## src/rtl/acc_seq_ctrl.sv

```systemverilog
// acc_seq_ctrl: job sequencer for an add/subtract accumulator.
//
// A job carries an initial value, an operation and an operand count.
// The sequencer accepts up to one operand per cycle over a valid/ready
// handshake. It then returns the final result with the carry and the
// sticky signed-overflow flag over a second valid/ready handshake.
//
// Ports:
//   clk, rst          clock (rising edge), asynchronous active-low reset
//   start             job request, sampled only while idle
//   op_sub            job operation (0 = add, 1 = subtract), latched at start
//   count             operand count, latched at start (0 = no operands)
//   init              initial accumulator value, latched at start
//   busy              high whenever a job is in flight or its result is pending
//   opnd_valid/opnd   operand stream in
//   opnd_ready        high while operands are being consumed
//   res_valid         result available
//   res_ready         result consumer ready
//   result            accumulator value, held while res_valid and afterwards
//   carry             carry out of the MSB from the last operation
//   ovr               sticky signed overflow across the job
module acc_seq_ctrl #(
    parameter int WIDTH = 8,
    parameter int CNT_W = 4
) (
    input  logic             clk,
    input  logic             rst,
    input  logic             start,
    input  logic             op_sub,
    input  logic [CNT_W-1:0] count,
    input  logic [WIDTH-1:0] init,
    output logic             busy,
    input  logic             opnd_valid,
    input  logic [WIDTH-1:0] opnd,
    output logic             opnd_ready,
    output logic             res_valid,
    input  logic             res_ready,
    output logic [WIDTH-1:0] result,
    output logic             carry,
    output logic             ovr
);

    localparam logic [1:0] IDLE = 2'd0;
    localparam logic [1:0] RUN  = 2'd1;
    localparam logic [1:0] DONE = 2'd2;

    logic [1:0]       state;
    logic [1:0]       state_nxt;
    logic [CNT_W-1:0] remaining;
    logic             sub_q;
    logic [WIDTH-1:0] acc;

    // Datapath: subtraction is acc + ~opnd + 1, so the +1 rides in as carry-in.
    logic [WIDTH-1:0] opnd_eff;
    logic [WIDTH:0]   sum_full;
    logic [WIDTH-1:0] sum_low;
    logic             c_out;
    logic             c_msb;
    logic             step_ovr;
    logic             take_opnd;

    assign opnd_eff = sub_q ? ~opnd : opnd;
    assign sum_full = {1'b0, acc} + {1'b0, opnd_eff} + {{WIDTH{1'b0}}, sub_q};
    // Sum of the lower WIDTH-1 bits; its top bit is the carry into the MSB.
    assign sum_low  = {1'b0, acc[WIDTH-2:0]} + {1'b0, opnd_eff[WIDTH-2:0]}
                    + {{(WIDTH-1){1'b0}}, sub_q};
    assign c_out    = sum_full[WIDTH];
    assign c_msb    = sum_low[WIDTH-1];
    assign step_ovr = c_out ^ c_msb;

    // opnd_ready is a registered copy of (state == RUN), so this matches the
    // handshake seen externally.
    assign take_opnd = (state == RUN) && opnd_valid;

    assign result = acc;

    always_comb begin
        state_nxt = state;
        case (state)
            IDLE: begin
                if (start) begin
                    state_nxt = (count == '0) ? DONE : RUN;
                end
            end
            RUN: begin
                if (take_opnd && (remaining == CNT_W'(1))) begin
                    state_nxt = DONE;
                end
            end
            DONE: begin
                if (res_ready) begin
                    state_nxt = IDLE;
                end
            end
            default: state_nxt = IDLE;
        endcase
    end

    // Handshake outputs are decoded from the next state and registered, so
    // no input reaches an output combinationally.
    always_ff @(posedge clk or negedge rst) begin
        if (!rst) begin
            state      <= IDLE;
            busy       <= 1'b0;
            opnd_ready <= 1'b0;
            res_valid  <= 1'b0;
        end else begin
            state      <= state_nxt;
            busy       <= (state_nxt != IDLE);
            opnd_ready <= (state_nxt == RUN);
            res_valid  <= (state_nxt == DONE);
        end
    end

    always_ff @(posedge clk or negedge rst) begin
        if (!rst) begin
            acc       <= '0;
            carry     <= 1'b0;
            ovr       <= 1'b0;
            remaining <= '0;
            sub_q     <= 1'b0;
        end else begin
            if ((state == IDLE) && start) begin
                sub_q     <= op_sub;
                acc       <= init;
                remaining <= count;
                carry     <= 1'b0;
                ovr       <= 1'b0;
            end else if (take_opnd) begin
                acc       <= sum_full[WIDTH-1:0];
                carry     <= c_out;
                ovr       <= ovr | step_ovr;
                remaining <= remaining - CNT_W'(1);
            end
        end
    end

endmodule

```

## config.mk

```make
export PLATFORM = sky130hd
export DESIGN_NAME = acc_seq_ctrl
export DESIGN_NICKNAME = d
export VERILOG_FILES = /design/src/rtl/acc_seq_ctrl.sv
export SDC_FILE = /design/constraint.sdc
export NUM_CORES = 1
export LEC_CHECK = 0
export ABC_AREA = 0
export CAP_MARGIN = 20
export CELL_PAD_IN_SITES_DETAIL_PLACEMENT = 0
export CELL_PAD_IN_SITES_GLOBAL_PLACEMENT = 1
export CORE_AREA = 5 5 67 69
export DETAILED_ROUTE_END_ITERATION = 6
export DIE_AREA = 0 0 72 74
export PLACE_DENSITY = 0.89
export RECOVER_POWER = 50
export SLEW_MARGIN = 20
export SYNTH_ARGS = -nofsm -noshare
export SYNTH_HDL_FRONTEND = slang
export SYNTH_SLANG_ARGS = --single-unit
```

## constraint.sdc

```tcl
create_clock -name clk -period 5.4 [get_ports clk]
set_clock_uncertainty 0.1 [all_clocks]
set_input_delay 1.08 -clock clk [delete_from_list [all_inputs] [get_ports clk]]
set_output_delay 1.08 -clock clk [all_outputs]
set_load 0.01 [all_outputs]
```

==> results.md <==
- Status: complete, no violations
- Clk_lat worst skew: 260 ps
- Crit end category: flip-flop
- Tmin final: 3247 ps
- Dpl hpwl: 2.549 mm
- Post-synth EDFFs: 0
- Vias per cell: 5.228
- First-iteration detailed-routing DRC count: 46
- Reg2reg setup slack: 2830 ps
- Multi-input gate area: just under 800 sq um
- Met1 usage: 0.1755
- PortBufs: 38
- FMAX: 308.0 MHz
- Core Rows: 23
- Vias in the first global route: 1174
- Worst slew pin tran: 922.4 ps
- Fillers: 395
- Core area: about 0.0039 sq mm
- Global-route layer with the greatest usage: met2
- Worst Hold Class: reg -> reg
- Library cells used by synthesis: 41
- Critical Path Fanout Max: 3
- DIE AREA: about 0.0053 sq mm
- R2r worst-path depth: 7
- Critical path's slowest cell: clkdlybuf4s50_1
- Initial antenna violation count: 0
- GR Util met2: 0.2224
- Post-synthesis sequential area ratio: 0.3721
- Die X: 72 microns
- Mapped cell area: 0.001345 sq mm
- Fin crit share: 0.6012
- Dpl cell area: 0.001758 sq mm
- Resized cells post-CTS: 0
- CP Cell Sequence: clkdlybuf4s50_1, mux2_4, fa_1, a211oi_1, o21bai_1, a211o_1, a31oi_1, nor2_1
- Slowest stage delay, CP: 510 ps
- # Post-CTS Setup Buffers: 0
- Mean Syn Cell Area: roughly 8.9 sq um
- Hold slack: around 390 ps
- Ports: 39
- Initial Util: 0.3488
- DRC violations left: 0
- Routability cong.: 0.7675
- H-tree Lvls: 1
- Storage element area: 500.5 sq um
- Hold path depth: 2
- Cts bufs inserted: 3
- P per Cell Area: 633.0 mW/mm^2
- First-pass DRT Iterations: 5
- Crit. path cell count: 8
- FF+latch count, synth: 20
- Root buffer cell: clkbuf_8
- Power Total: approximately 1.1 mW
- Post-route cell area: ~0.0018 sq mm
- Hold Buf Count CTS: 0
- Grt total ovfl: 0
- Clk sink count: 20
- First-pass GRT wire length: 5.554 mm
- CTS tree: done
- Layout area overhead: 34.79%
- Gate Count Post-Synth: between 150 and 200
- Share of cells above drive strength 1: 0.03743
- Synthesized Nets: 188
- Routed vias: roughly 1200
- Slew Limit Fails: 0
- M3 GR Usage: 0.02297
- WL/cell: 14.22 microns
- Startpoint class of the critical path: input pin
- RSZ-0062 raised after global routing: no
- Critical Path RT: 5450 ps
- Leakage power: 0.7974 nW
- Max-cap violation count: 0
- Clock Path Buffers: 2
- Slew margin rel.: 0.3830
- Remaining antenna violation count after routing: 0
- Worst-path clk slew: 80 ps
- Nets: 225
- Crit-path leading delay family: compound AO/OA/AOI/OAI gates
- Critical Path AT: 3300 ps
- Synth async-reset ratio: 1.000
- Synth warn: 0
- Peak VDD IR: 0.3118 mV
- Hold Vio Cnt, Final: 0
- Worst Path Buf+Inv: 1
- Routed wire length: 3.370 mm
- Crit path kind: in -> reg
- Largest net degree at the start of global routing: 21
- Most used DFF post-synth: dfrtp_1
- Sum Neg Setup Slack: 0 ps
- Die height: around 74 microns
- Final setup viols: 0
- Gr usage total: 0.1337
- Ant diodes: 0
-- where the power goes --
group          switching [mW]  internal [mW]  leakage [nW]
logic                   0.383          0.349         0.531
clock network          0.0539         0.0650        0.0288
registers              0.0729          0.224         0.238
total                   0.510          0.637         0.797
-- worst reg2reg max path: cells and delay by family, from the launching register on --
kind	cells	cell delay [ps]
xor+xnor	1	250
flops	1	630
mux	1	360
fa+ha+maj	1	300
simple gates	1	100
compound gates	3	780
-- path summary, 6_finish.rpt --
check,startpoint,to
setup / recovery,opnd[0],result[6]
hold / removal,remaining[3],remaining[3]
setup reg to reg,sub_q,result[7]
hold reg to reg,remaining[3],remaining[3]
max in group asynchronous,rst,result[1]
min in group asynchronous,rst,res_valid
-- flip-flops by register name (all words and copies together) (netlist names) --
register,flops
result,8
res_valid,1
busy,1
ovr,1
carry,1
sub_q,1
opnd_ready,1
remaining,4
state,2
-- metrics by stage --
stage / worst slack, ps / cells / utilization
finish: 2153 / 237 / 0.4701
global route: 2007 / 237 / 0.4701
CTS: 2154 / 237 / 0.4701
detailed placement: 1875 / 233 / 0.4559
global placement: 1911 / 233 / 0.4559
floorplan: 2530 / 151 / -
-- cell families after synthesis --
logic type	synth area share
simple gates	0.1693
compound gates	0.2195
flops	0.3721
buf+inv	0.03907
fa+ha+maj	0.1079
xor+xnor	0.06512
mux	0.02697
-- cells in the mapped netlist, types with 2 or more instances --
cell type	count	area share
dfrtp_1	20	0.37
nand2_1	17	0.047
nor2_1	15	0.042
a21oi_1	11	0.041
ha_1	10	0.093
o21ai_1	9	0.033
xor2_1	9	0.059
inv_1	6	0.017
clkbuf_1	5	0.014
a31oi_1	4	0.019
o22ai_1	4	0.019
and3_1	3	0.014
nor2b_1	3	0.014
a211oi_1	2	0.011
a21o_1	2	0.011
a221o_1	2	0.015
nand2b_1	2	0.0093
nand3_1	2	0.0074
nor3_1	2	0.0074
o21ai_0	2	0.0074
-- metal layers --
| layer | up-vias | share of wire |
|---|---|---|
| met1 | 590 | 0.45 |
| li1 | 615 | - |
| met4 | 0 | 0.016 |
| met5 | - | 0 |
| met2 | 29 | 0.49 |
| met3 | 5 | 0.046 |
-- layout by cell type, fill, tap and decap left out, types with 2 or more instances in the layout --
cell,n
a31oi_1,4
nor3_1,2
o21ai_1,9
a21o_1,2
dfrtp_1,20
dlygate4sd3_1,7
a21oi_1,11
nand3_1,2
and3_1,3
nor2_1,15
clkdlybuf4s50_1,31
clkbuf_8,4
o22ai_1,4
o21ai_0,2
nand2_1,17
ha_1,10
a221o_1,2
inv_1,6
xor2_1,9
a211oi_1,2
nand2b_1,2
nor2b_1,3
-- final cells by class --
cell class / count / share of cell area
tap: 50 / 0.03451
clock buffer: 4 / 0.03037
inverter: 6 / 0.01242
multi-input combinational: 119 / 0.4369
timing repair buffer: 38 / 0.2098
sequential: 20 / 0.2761
Note: power is estimated with default switching activity, not from simulation.
